===== config.mk =====
export PLATFORM = sky130hd
export DESIGN_NAME = id_ex_pipe_reg
export DESIGN_NICKNAME = d
export VERILOG_FILES = /design/src/rtl/pipe_pkg.sv /design/src/rtl/pipe_slot.sv /design/src/rtl/id_ex_pipe_reg.sv
export SDC_FILE = /design/constraint.sdc
export NUM_CORES = 1
export LEC_CHECK = 0
export BUFFER_PORTS_ARGS = -buffer_cell sky130_fd_sc_hd__buf_4
export CORE_UTILIZATION = 35
export DETAILED_ROUTE_END_ITERATION = 12
export PLACE_DENSITY = 0.68
export SLEW_MARGIN = 20
export SYNTH_ARGS = -nofsm -noshare
export SYNTH_HDL_FRONTEND = slang
export SYNTH_SLANG_ARGS = --single-unit

===== constraint.sdc =====
create_clock -name clk -period 6.2 [get_ports clk]
set_clock_uncertainty 0.15 [all_clocks]
set_input_delay 0.93 -clock clk [delete_from_list [all_inputs] [get_ports clk]]
set_output_delay 0.93 -clock clk [all_outputs]
set_load 0.05 [all_outputs]

===== src/rtl/pipe_pkg.sv =====
// Shared types and constants for the ID/EX pipeline register.
package pipe_pkg;

    // Control bundle layout, bit 7 down to bit 0.
    localparam int CTRL_W        = 8;
    localparam int CTRL_REGDST   = 7;
    localparam int CTRL_ALUSRC   = 6;
    localparam int CTRL_MEMTOREG = 5;
    localparam int CTRL_REGWRITE = 4;
    localparam int CTRL_MEMREAD  = 3;
    localparam int CTRL_MEMWRITE = 2;
    localparam int CTRL_ALUOP1   = 1;
    localparam int CTRL_ALUOP0   = 0;

    // Default payload and counter widths.
    localparam int PIPE_DATA_W = 32;
    localparam int PIPE_REG_AW = 5;
    localparam int PIPE_CNT_W  = 16;

    // Occupancy of the two payload slots.
    typedef enum logic [1:0] {
        EMPTY = 2'd0,
        ONE   = 2'd1,
        TWO   = 2'd2
    } state_t;

    // One decoded instruction as it travels from ID to EX.
    typedef struct packed {
        logic [CTRL_W-1:0]      ctrl;
        logic [PIPE_DATA_W-1:0] rdata1;
        logic [PIPE_DATA_W-1:0] rdata2;
        logic [PIPE_DATA_W-1:0] imm;
        logic [PIPE_REG_AW-1:0] rs;
        logic [PIPE_REG_AW-1:0] rt;
        logic [PIPE_REG_AW-1:0] rd;
    } payload_t;

endpackage


===== src/rtl/pipe_slot.sv =====
// One payload slot: loads a full instruction, or clears only its control
// bundle so a squashed entry turns into a bubble while data stays put.
module pipe_slot #(
    parameter int DATA_W = pipe_pkg::PIPE_DATA_W,
    parameter int REG_AW = pipe_pkg::PIPE_REG_AW,
    parameter int CTRL_W = pipe_pkg::CTRL_W
) (
    input  logic              clk,
    input  logic              rst,
    input  logic              i_load,
    input  logic              i_clr_ctrl,
    input  logic [CTRL_W-1:0] i_ctrl,
    input  logic [DATA_W-1:0] i_rdata1,
    input  logic [DATA_W-1:0] i_rdata2,
    input  logic [DATA_W-1:0] i_imm,
    input  logic [REG_AW-1:0] i_rs,
    input  logic [REG_AW-1:0] i_rt,
    input  logic [REG_AW-1:0] i_rd,
    output logic [CTRL_W-1:0] o_ctrl,
    output logic [DATA_W-1:0] o_rdata1,
    output logic [DATA_W-1:0] o_rdata2,
    output logic [DATA_W-1:0] o_imm,
    output logic [REG_AW-1:0] o_rs,
    output logic [REG_AW-1:0] o_rt,
    output logic [REG_AW-1:0] o_rd
);

    logic [CTRL_W-1:0] r_ctrl;
    logic [DATA_W-1:0] r_rdata1;
    logic [DATA_W-1:0] r_rdata2;
    logic [DATA_W-1:0] r_imm;
    logic [REG_AW-1:0] r_rs;
    logic [REG_AW-1:0] r_rt;
    logic [REG_AW-1:0] r_rd;

    // Slot storage: reset clears all, clear-ctrl beats load.
    // NOTE: non-blocking (<=) so every flop samples pre-edge values.
    always_ff @(posedge clk) begin
        if (!rst) begin
            r_ctrl   <= '0;
            r_rdata1 <= '0;
            r_rdata2 <= '0;
            r_imm    <= '0;
            r_rs     <= '0;
            r_rt     <= '0;
            r_rd     <= '0;
        end else if (i_clr_ctrl) begin
            r_ctrl <= '0;
        end else if (i_load) begin
            r_ctrl   <= i_ctrl;
            r_rdata1 <= i_rdata1;
            r_rdata2 <= i_rdata2;
            r_imm    <= i_imm;
            r_rs     <= i_rs;
            r_rt     <= i_rt;
            r_rd     <= i_rd;
        end
    end

    assign o_ctrl   = r_ctrl;
    assign o_rdata1 = r_rdata1;
    assign o_rdata2 = r_rdata2;
    assign o_imm    = r_imm;
    assign o_rs     = r_rs;
    assign o_rt     = r_rt;
    assign o_rd     = r_rd;

endmodule


===== src/rtl/id_ex_pipe_reg.sv =====
// ID/EX pipeline register with registered valid/ready handshake, a two-entry
// skid buffer, flush-to-bubble and a saturating stall-cycle counter.
module id_ex_pipe_reg #(
    parameter int DATA_W = pipe_pkg::PIPE_DATA_W,
    parameter int REG_AW = pipe_pkg::PIPE_REG_AW,
    parameter int CTRL_W = pipe_pkg::CTRL_W,
    parameter int CNT_W  = pipe_pkg::PIPE_CNT_W
) (
    input  logic              clk,
    input  logic              rst,
    input  logic              in_valid,
    output logic              in_ready,
    input  logic              flush,
    input  logic [CTRL_W-1:0] id_ctrl,
    input  logic [DATA_W-1:0] id_rdata1,
    input  logic [DATA_W-1:0] id_rdata2,
    input  logic [DATA_W-1:0] id_imm,
    input  logic [REG_AW-1:0] id_rs,
    input  logic [REG_AW-1:0] id_rt,
    input  logic [REG_AW-1:0] id_rd,
    output logic              out_valid,
    input  logic              out_ready,
    output logic [CTRL_W-1:0] ex_ctrl,
    output logic [DATA_W-1:0] ex_rdata1,
    output logic [DATA_W-1:0] ex_rdata2,
    output logic [DATA_W-1:0] ex_imm,
    output logic [REG_AW-1:0] ex_rs,
    output logic [REG_AW-1:0] ex_rt,
    output logic [REG_AW-1:0] ex_rd,
    output logic [CNT_W-1:0]  stall_cnt
);

    import pipe_pkg::*;

    state_t            r_state;
    state_t            w_state_nxt;
    logic              r_in_ready;
    logic              r_out_valid;
    logic [CNT_W-1:0]  r_stall_cnt;

    logic              w_accept;
    logic              w_issue;
    logic              w_load_main;
    logic              w_load_skid;
    logic              w_main_from_skid;

    logic [CTRL_W-1:0] w_main_ctrl,   w_skid_ctrl,   w_main_in_ctrl;
    logic [DATA_W-1:0] w_main_rdata1, w_skid_rdata1, w_main_in_rdata1;
    logic [DATA_W-1:0] w_main_rdata2, w_skid_rdata2, w_main_in_rdata2;
    logic [DATA_W-1:0] w_main_imm,    w_skid_imm,    w_main_in_imm;
    logic [REG_AW-1:0] w_main_rs,     w_skid_rs,     w_main_in_rs;
    logic [REG_AW-1:0] w_main_rt,     w_skid_rt,     w_main_in_rt;
    logic [REG_AW-1:0] w_main_rd,     w_skid_rd,     w_main_in_rd;

    assign w_accept = in_valid & r_in_ready & ~flush;
    assign w_issue  = r_out_valid & out_ready;

    // Main only refills from skid when draining TWO; no accept happens there.
    assign w_main_from_skid = (r_state == TWO);
    assign w_main_in_ctrl   = w_main_from_skid ? w_skid_ctrl   : id_ctrl;
    assign w_main_in_rdata1 = w_main_from_skid ? w_skid_rdata1 : id_rdata1;
    assign w_main_in_rdata2 = w_main_from_skid ? w_skid_rdata2 : id_rdata2;
    assign w_main_in_imm    = w_main_from_skid ? w_skid_imm    : id_imm;
    assign w_main_in_rs     = w_main_from_skid ? w_skid_rs     : id_rs;
    assign w_main_in_rt     = w_main_from_skid ? w_skid_rt     : id_rt;
    assign w_main_in_rd     = w_main_from_skid ? w_skid_rd     : id_rd;

    // Next-state and slot load decode; flush squashes everything.
    // NOTE: every output gets a default first so no latch is inferred.
    always_comb begin
        w_state_nxt = r_state;
        w_load_main = 1'b0;
        w_load_skid = 1'b0;
        if (!flush) begin
            unique case (r_state)
                EMPTY: begin
                    if (w_accept) begin
                        w_state_nxt = ONE;
                        w_load_main = 1'b1;
                    end
                end
                ONE: begin
                    if (w_accept && !w_issue) begin
                        w_state_nxt = TWO;
                        w_load_skid = 1'b1;
                    end else if (w_accept && w_issue) begin
                        w_load_main = 1'b1;
                    end else if (w_issue) begin
                        w_state_nxt = EMPTY;
                    end
                end
                TWO: begin
                    if (w_issue) begin
                        w_state_nxt = ONE;
                        w_load_main = 1'b1;
                    end
                end
                default: w_state_nxt = EMPTY;
            endcase
        end else begin
            w_state_nxt = EMPTY;
        end
    end

    // State plus registered handshake flags, derived from the next state.
    always_ff @(posedge clk) begin
        if (!rst) begin
            r_state     <= EMPTY;
            r_in_ready  <= 1'b1;
            r_out_valid <= 1'b0;
        end else begin
            r_state     <= w_state_nxt;
            r_in_ready  <= (w_state_nxt != TWO);
            r_out_valid <= (w_state_nxt != EMPTY);
        end
    end

    // Count cycles where execute holds off a valid instruction; saturates.
    always_ff @(posedge clk) begin
        if (!rst) begin
            r_stall_cnt <= '0;
        end else if (r_out_valid && !out_ready && (r_stall_cnt != {CNT_W{1'b1}})) begin
            r_stall_cnt <= r_stall_cnt + 1'b1;
        end
    end

    pipe_slot #(.DATA_W(DATA_W), .REG_AW(REG_AW), .CTRL_W(CTRL_W)) u_main (
        .clk        (clk),
        .rst        (rst),
        .i_load     (w_load_main),
        .i_clr_ctrl (flush),
        .i_ctrl     (w_main_in_ctrl),
        .i_rdata1   (w_main_in_rdata1),
        .i_rdata2   (w_main_in_rdata2),
        .i_imm      (w_main_in_imm),
        .i_rs       (w_main_in_rs),
        .i_rt       (w_main_in_rt),
        .i_rd       (w_main_in_rd),
        .o_ctrl     (w_main_ctrl),
        .o_rdata1   (w_main_rdata1),
        .o_rdata2   (w_main_rdata2),
        .o_imm      (w_main_imm),
        .o_rs       (w_main_rs),
        .o_rt       (w_main_rt),
        .o_rd       (w_main_rd)
    );

    pipe_slot #(.DATA_W(DATA_W), .REG_AW(REG_AW), .CTRL_W(CTRL_W)) u_skid (
        .clk        (clk),
        .rst        (rst),
        .i_load     (w_load_skid),
        .i_clr_ctrl (flush),
        .i_ctrl     (id_ctrl),
        .i_rdata1   (id_rdata1),
        .i_rdata2   (id_rdata2),
        .i_imm      (id_imm),
        .i_rs       (id_rs),
        .i_rt       (id_rt),
        .i_rd       (id_rd),
        .o_ctrl     (w_skid_ctrl),
        .o_rdata1   (w_skid_rdata1),
        .o_rdata2   (w_skid_rdata2),
        .o_imm      (w_skid_imm),
        .o_rs       (w_skid_rs),
        .o_rt       (w_skid_rt),
        .o_rd       (w_skid_rd)
    );

    assign in_ready  = r_in_ready;
    assign out_valid = r_out_valid;
    assign ex_ctrl   = r_out_valid ? w_main_ctrl : '0;
    assign ex_rdata1 = w_main_rdata1;
    assign ex_rdata2 = w_main_rdata2;
    assign ex_imm    = w_main_imm;
    assign ex_rs     = w_main_rs;
    assign ex_rt     = w_main_rt;
    assign ex_rd     = w_main_rd;
    assign stall_cnt = r_stall_cnt;

endmodule


==> impl_metrics.py, run 1 <==
metrics = {
    "run_status": {
        "run_status": "finished clean",
    },
    "cells_and_area": {
        "fillerInstances": 2772,
        "area.growth.synth_to_final_pct": 30.2,
        "finalNonFillerCells": 1788,
        "final_core_util_pct": 46.5,
        "final_layout_size_suffix_gt1_share_pct": 23.3,
        "most-common-layout-cells": "270 x sky130_fd_sc_hd__buf_4, 258 x sky130_fd_sc_hd__dfxtp_1, 243 x sky130_fd_sc_hd__nand2_1",
        "fin_nets": 1504,
        "final_common_cell": "sky130_fd_sc_hd__buf_4",
    },
    "worst_hold_path": {
        "min-delay-path-class": "register to register",
        "whs_path_depth": 2,
    },
    "cts": {
        "post_cts.resized_instances": 0,
        "post_cts.repair.setup_buffers": 0,
        "clk_latency_ns": 0.53,
        "cts-htree-levels": 1,
        "clkSinkCount": 258,
        "ctsRootBufferMaster": "sky130_fd_sc_hd__clkbuf_16",
        "cts.hold.buffers_added": 0,
        "clkTransAtPathRegs_ns": 0.06,
        "max-clock-path-buffers": 3,
        "tritoncts": "yes",
        "tritoncts.num_buffers": 29,
    },
    "synthesis": {
        "yosysSeqAreaShare_pct": 50.2,
        "synth_unique_cells": 41,
        "synth_area_leader_cell": "sky130_fd_sc_hd__dfxtp_1",
        "synth_top_cell_area_share_pct": 50.2,
        "synth_flop_cell": "sky130_fd_sc_hd__dfxtp_1",
        "synth_nets": 1297,
        "netlist_instances": 1172,
        "number_of_enable_type_register_cells_in_the_synthesized_netlist": 0,
        "post_synth_design_cell_area_mm2": 0.0103,
        "flip_flop_and_latch_count_after_synthesis": 258,
        "synthesis.yosys.warnings": 0,
        "proportion_of_synthesized_flip_flops_having_asynchronous_set_or_reset_pct": 0,
        "post_synth.cell_area_avg_um2": 8.77,
        "ranking_of_synthesized_cells_by_area": "sky130_fd_sc_hd__dfxtp_1 50%, sky130_fd_sc_hd__mux2i_1 12%, sky130_fd_sc_hd__nand2_1 8.9%",
    },
    "timing": {
        "final-hold-violation-count": 0,
        "setup_viol": 0,
        "max_clock_freq_mhz": 323,
        "fin_setup_tns_ns": 0,
        "fin_worst_hold_slack_ns": 0.301,
        "rsz_0062_raised_after_global_routing": "false",
        "min_period_ns": 3.10,
        "final.period_utilization_pct": 50.0,
        "tightestPinTransition_ns": 1.05,
        "max_slew_margin_pct": 29.7,
        "final_max_slew_viol_count": 0,
    },
    "setup_path": {
        "path_max_fanout": 77,
        "cp_cell_sequence": "a21boi_1 -> a211oi_4 -> buf_4 -> buf_4 -> nor2_1 -> a211oi_1",
        "critPathMostFrequentCell": "sky130_fd_sc_hd__buf_4",
        "timing.critical_path.slowest_stage_cell": "sky130_fd_sc_hd__buf_4",
        "worst-setup-path-type": "register to register",
        "critical_path_required_ns": 6.49,
        "critical_path.max_stage_delay_ns": 0.68,
        "worst_path_arrival_time_ns": 3.39,
        "end_kind": "register",
        "rr_worst_depth": 6,
        "critical_path_launch_point_type": "register",
    },
    "floorplanning": {
        "num_rows": 62,
        "core_mm2": 0.0288,
        "die-width_um": 173,
        "initial_core_util_pct": 35.7,
        "die_h_um": 173,
        "die_area_mm2": 0.0301,
        "boundaryPins": 261,
    },
    "power": {
        "power.combinational.fraction_pct": 11.0,
        "pwr-share-seq_pct": 44.6,
        "leakage_uw": 0.00585,
        "internal_power_uw": 2900,
        "post-layout-total-power_uw": 3890,
        "switching_power_uw": 986,
        "power_density_over_the_cells_mw_per_mm2": 290,
        "swShare_pct": 25.4,
        "power_frac_clock_pct": 44.4,
        "vdd_drop_max_uv": 184,
    },
    "global_routing": {
        "number_of_global_route_vias_before_repair": 8064,
        "grt_pass1_wl_um": 42400,
        "grt_overflow_total": 0,
        "grt_util_all_layers_pct": 17.0,
        "grt_max_degree": 99,
        "antenna_found_initial": 4,
    },
    "route": {
        "first_iter_violations": 536,
        "routed_wirelength_um": 26900,
        "firstDrtPassIters": 5,
        "drt.antenna.violating_nets": 0,
        "vias": 8840,
        "routed_via_density": 4.94,
        "drt-wirelength-per-cell_um": 15.0,
        "post-route-drc-count": 0,
    },
    "place": {
        "gp_congestion": 0.751,
        "place.port_buffers": 260,
        "dp.cells": 1731,
        "dp_hpwl_um": 16900,
    },
    "job": {
        "cap_violations": 0,
    },
}
path summary, 6_finish.rpt:
kind                                     startpoint                  end  slack (ns)
worst min-delay path            u_skid.o_rdata2[10]  u_skid.o_rdata2[10]        0.30
worst max register to register            out_valid  u_main.o_rdata2[20]        3.10
worst max-delay path                      out_valid  u_main.o_rdata2[20]        3.10
worst min register to register  u_skid.o_rdata2[10]  u_skid.o_rdata2[10]        0.30
routing by layer:
layer  global-route usage [%]  vias to the layer above  wire length (um)
li1                         -                     4496                 -
met3                     3.49                       44              1510
met4                     5.57                        2               705
met2                     27.9                      224             12500
met1                     22.3                     4074             12200
met5                        0                        -                17
logic make-up after synthesis:
logic type	synth area share, %
mux	11.8
buf+inv	4.31
fa+ha+maj	0.122
flops	50.2
simple gates	16.6
compound gates	16.9
xor+xnor	0.0852
power groups by stage:
stage               combinational (uW)  clock, uW  sequential, uW
detailed placement                 431          0            1770
finish                             429       1730            1730
CTS                                431       1770            1730
global placement                   427          0            1770
global route                       457       1840            1740
floorplan                          133          0            1900
cells in the mapped netlist, drive strengths merged (2+ instances only):
| cell | instances |
|---|---|
| a211oi | 114 |
| a21oi | 141 |
| and2 | 10 |
| buf | 38 |
| clkbuf | 57 |
| dfxtp | 258 |
| inv | 5 |
| mux2i | 121 |
| nand2 | 244 |
| nand2b | 4 |
| nand3 | 6 |
| nand4 | 5 |
| nor2 | 117 |
| nor4 | 2 |
| o21ai | 12 |
| o31ai | 9 |
| or3 | 4 |
| or4 | 9 |
registers in the layout, indices dropped and copies added, names as in the netlist:
name and cells:
u_skid.o_rdata2 32, in_ready 1, u_main.o_rd 5, u_main.o_rs 5, r_state 2, stall_cnt 16, u_skid.o_rt 5, u_skid.o_ctrl 8
u_skid.o_rd 5, out_valid 1, u_skid.o_imm 32, u_main.o_imm 32, u_main.o_ctrl 8, u_main.o_rdata2 32, u_skid.o_rdata1 32, u_main.o_rdata1 32
u_skid.o_rs 5, u_main.o_rt 5
final cells by class:
class,count,area (um^2),share of cell area (%)
Antenna cell,3,7.51,0.0560
Timing Repair Buffer,271,2050,15.3
Inverter,5,23.8,0.177
Clock buffer,42,825,6.16
Multi-Input combinational cell,814,4700,35.1
Sequential cell,258,5160,38.6
Clock inverter,11,138,1.03
Tap cell,384,480,3.59
critical path: cells and delay by family (launching register included):
family                 cells  cell delay (ns)
DFF                        1             0.67
AOI/OAI and AO/OA          3             0.89
buffers and inverters      2             1.16
and+or+nand+nor            1             0.10
metrics by stage:
step | setup WS [ns] | instance area [um^2]
2_1_floorplan | 3.75 | 10300
3_3_place_gp | 2.49 | 12400
3_5_place_dp | 2.44 | 12400
4_1_cts | 2.99 | 13400
5_1_grt | 2.86 | 13400
6_report | 3.10 | 13400
No activity file was read; power rests on OpenSTA's default activity.
==> run 2, diff against run 1 <==
--- a/config.mk
+++ b/config.mk
@@ -5,10 +5,11 @@
 export SDC_FILE = /design/constraint.sdc
 export NUM_CORES = 1
 export LEC_CHECK = 0
+export ABC_AREA = 1
 export BUFFER_PORTS_ARGS = -buffer_cell sky130_fd_sc_hd__buf_4
 export CORE_UTILIZATION = 35
 export DETAILED_ROUTE_END_ITERATION = 12
-export PLACE_DENSITY = 0.68
+export PLACE_DENSITY = 0.69
 export SLEW_MARGIN = 20
 export SYNTH_ARGS = -nofsm -noshare
 export SYNTH_HDL_FRONTEND = slang
==> constraint.sdc (replaced) <==
create_clock -name clk -period 2.72 [get_ports clk]
set_clock_uncertainty 0.15 [all_clocks]
set_input_delay 0.408 -clock clk [delete_from_list [all_inputs] [get_ports clk]]
set_output_delay 0.408 -clock clk [all_outputs]
set_load 0.05 [all_outputs]
==> run 2 against run 1 <==
  * Sequential power grew 130%
  * Total power rose by 130%
  * Die area is 6.2% higher
  * Sequential share of layout area down 2.9 points
  * Setup slack got worse by 2.4 ns
  * Clock power increased by 130%
  * Via count grew 23%
  * Register-to-register slack lost 2.4 ns
  * Global-route usage increased by 2.8 points
  * Routed wire length rose by 22%
  * Largest power group is now the clock network
==> impl_metrics.py, run 2 <==
metrics = {
    "cts": {
        "clkTransAtPathRegs_ns": 0.06,
        "max-clock-path-buffers": 3,
        "post_cts.repair.setup_buffers": 0,
        "ctsRootBufferMaster": "sky130_fd_sc_hd__clkbuf_16",
        "clk_latency_ns": 0.54,
        "clkSinkCount": 258,
        "tritoncts": "yes",
        "tritoncts.num_buffers": 29,
        "cts-htree-levels": 1,
    },
    "setup_path": {
        "end_kind": "output pin",
        "worst_path_arrival_time_ns": 1.48,
        "critical_path_launch_point_type": "register",
        "path_max_fanout": 11,
        "capture_point_of_the_worst_reg_to_reg_path": "out_valid",
        "worst-setup-path-type": "register to output pin",
        "setup.worst_path.end": "ex_ctrl[1]",
        "r2r-start": "out_valid",
        "rr_worst_depth": 8,
        "cp-startpoint": "out_valid",
        "critical_path_required_ns": 2.16,
        "worst_reg2reg_setup_slack_ns": 0.70,
    },
    "timing": {
        "rsz_0062_raised_after_global_routing": "false",
        "final_max_slew_viol_count": 0,
        "final-hold-violation-count": 0,
        "final.period_utilization_pct": 75.1,
        "setup_viol": 0,
        "min_period_ns": 2.04,
        "tightestPinTransition_ns": 0.754,
        "fin_setup_tns_ns": 0,
        "max_clock_freq_mhz": 490,
        "max_slew_margin_pct": 49.5,
    },
    "synthesis": {
        "proportion_of_synthesized_flip_flops_having_asynchronous_set_or_reset_pct": 0,
        "number_of_enable_type_register_cells_in_the_synthesized_netlist": 0,
        "synth_nets": 1653,
        "synthesis.yosys.warnings": 0,
        "synthMostInstantiatedCell": "sky130_fd_sc_hd__nand2_1",
        "post_synth_design_cell_area_mm2": 0.0109,
        "synth_area_leader_cell": "sky130_fd_sc_hd__dfxtp_1",
        "synth_commonest_cells": "366 x sky130_fd_sc_hd__nand2_1, 258 x sky130_fd_sc_hd__dfxtp_1, 220 x sky130_fd_sc_hd__a21oi_1, 188 x sky130_fd_sc_hd__o21ai_0, 131 x sky130_fd_sc_hd__nand3_1",
        "post_synth.cell_area_avg_um2": 7.15,
        "synth_top_cell_area_share_pct": 47.3,
        "synth_flop_cell": "sky130_fd_sc_hd__dfxtp_1",
        "flip_flop_and_latch_count_after_synthesis": 258,
        "netlist_instances": 1528,
        "ranking_of_synthesized_cells_by_area": "sky130_fd_sc_hd__dfxtp_1 47%, sky130_fd_sc_hd__nand2_1 13%, sky130_fd_sc_hd__a21oi_1 10%",
        "synth_unique_cells": 24,
        "yosysSeqAreaShare_pct": 47.3,
    },
    "cells_and_area": {
        "fin_nets": 1897,
        "most-common-layout-cells": "365 x sky130_fd_sc_hd__nand2_1, 272 x sky130_fd_sc_hd__buf_4, 258 x sky130_fd_sc_hd__dfxtp_1",
        "final_layout_size_suffix_gt1_share_pct": 19.0,
        "final_common_cell": "sky130_fd_sc_hd__nand2_1",
        "fillerInstances": 2957,
        "area.growth.synth_to_final_pct": 32.6,
    },
    "run_status": {
        "run_status": "finished clean",
    },
    "floorplanning": {
        "die_h_um": 179,
        "die-width_um": 179,
        "boundaryPins": 261,
        "die_area_mm2": 0.0319,
        "core_mm2": 0.0307,
        "num_rows": 64,
        "initial_core_util_pct": 35.6,
    },
    "place": {
        "dp_hpwl_um": 19900,
        "place.port_buffers": 260,
        "gp_congestion": 0.817,
    },
    "route": {
        "drt.antenna.violating_nets": 0,
        "vias": 10905,
        "routed_via_density": 4.97,
        "routed_wirelength_um": 32700,
        "firstDrtPassIters": 5,
        "post-route-drc-count": 0,
        "first_iter_violations": 752,
        "drt-wirelength-per-cell_um": 14.9,
    },
    "global_routing": {
        "antenna_found_initial": 3,
        "number_of_global_route_vias_before_repair": 10137,
        "grt_util_all_layers_pct": 19.8,
        "grt_max_degree": 122,
        "grt_pass1_wl_um": 51400,
        "grt_overflow_total": 0,
    },
    "job": {
        "cap_violations": 0,
    },
    "power": {
        "post-layout-total-power_uw": 8840,
        "leakage_uw": 0.00606,
        "vdd_drop_max_uv": 460,
        "power_density_over_the_cells_mw_per_mm2": 610,
    },
    "worst_hold_path": {
        "origin_of_the_worst_min_delay_path": "id_rdata2[18]",
        "min-delay-path-class": "input port to register",
    },
}
[run 2: area by class of cell]
class | count | area (um^2) | share of cell area [%]
diodes | 3 | 7.51 | 0.0518
clock buffers | 42 | 825 | 5.69
inverters | 115 | 447 | 3.08
repair buffers | 330 | 2710 | 18.7
flip-flops and latches | 258 | 5160 | 35.6
multi-input cells | 1038 | 4710 | 32.5
clock inverters | 10 | 129 | 0.889
well taps | 396 | 495 | 3.42
[run 2: worst min-delay path by stage]
stage | end | depth (start not counted) | slack, ns
after floorplan | u_skid.o_ctrl[0] | 2 | 0.27
after global routing | u_skid.o_rdata1[25] | 3 | 0.01
after CTS | u_skid.o_rdata2[18] | 3 | 0.0003
after global placement | u_skid.o_rdata2[16] | 2 | 0.28
final | u_skid.o_rdata2[18] | 3 | 0.02
after detailed placement | u_skid.o_rt[4] | 2 | 0.29
[run 2: cells by family (layout without fill, tap and decap cells)]
logic type               after synthesis  count (layout)  share of synthesized area (%)
AO/OA/AOI/OAI                        430             430                           19.8
AND/OR/NAND/NOR                      601             601                           22.6
other                                  0               3                              0
buffers and inverters                232             497                           9.78
adder cells (fa/ha/maj)                1               1                          0.115
XOR/XNOR                               6               6                          0.481
flip-flops                           258             258                           47.3
[run 2: worst max-delay path, cell delays in order, from the launching register on]
cell	delay [ns]
sky130_fd_sc_hd__dfxtp_1	0.57
sky130_fd_sc_hd__nand2_1	0.11
sky130_fd_sc_hd__inv_1	0.08
sky130_fd_sc_hd__buf_4	0.19
[run 2: metal layers]
metal / vias up / GRT usage, % / share of wire, %
met5: - / 0 / 0
met4: 0 / 8.83 / 3.6
met3: 74 / 3.39 / 6.3
met2: 351 / 33.0 / 47
met1: 5017 / 25.0 / 43
li1: 5463 / - / -
[run 2: stage by stage]
stage / hold WS (ns) / setup WS, ns / area, um^2 / cells / util (%)
final: 0.0153 / 0.677 / 14500 / 2192 / 47.2
after global routing: 0.0142 / 0.474 / 14500 / 2191 / 47.2
after floorplan: 0.274 / 0.677 / 10900 / 1528 / -
after detailed placement: 0.289 / 0.700 / 13000 / 2088 / 42.5
after global placement: 0.283 / 0.749 / 13000 / 2088 / 42.5
after CTS: 0.000295 / 0.642 / 14500 / 2189 / 47.2
[run 2: power breakdown]
group | leakage [uW] | switching, uW | internal (uW)
Sequential | 0.00209 | 48.7 | 3870
Combinational | 0.00350 | 616 | 375
Clock | 0.000473 | 1560 | 2370
[run 2: repair_timing]
item / CTS / global route
gates resized for setup: 0 / 0
endpoints found under the setup margin: 0 / 0
endpoints found under the hold margin: 49 / 0
hold buffers: 49 / 0
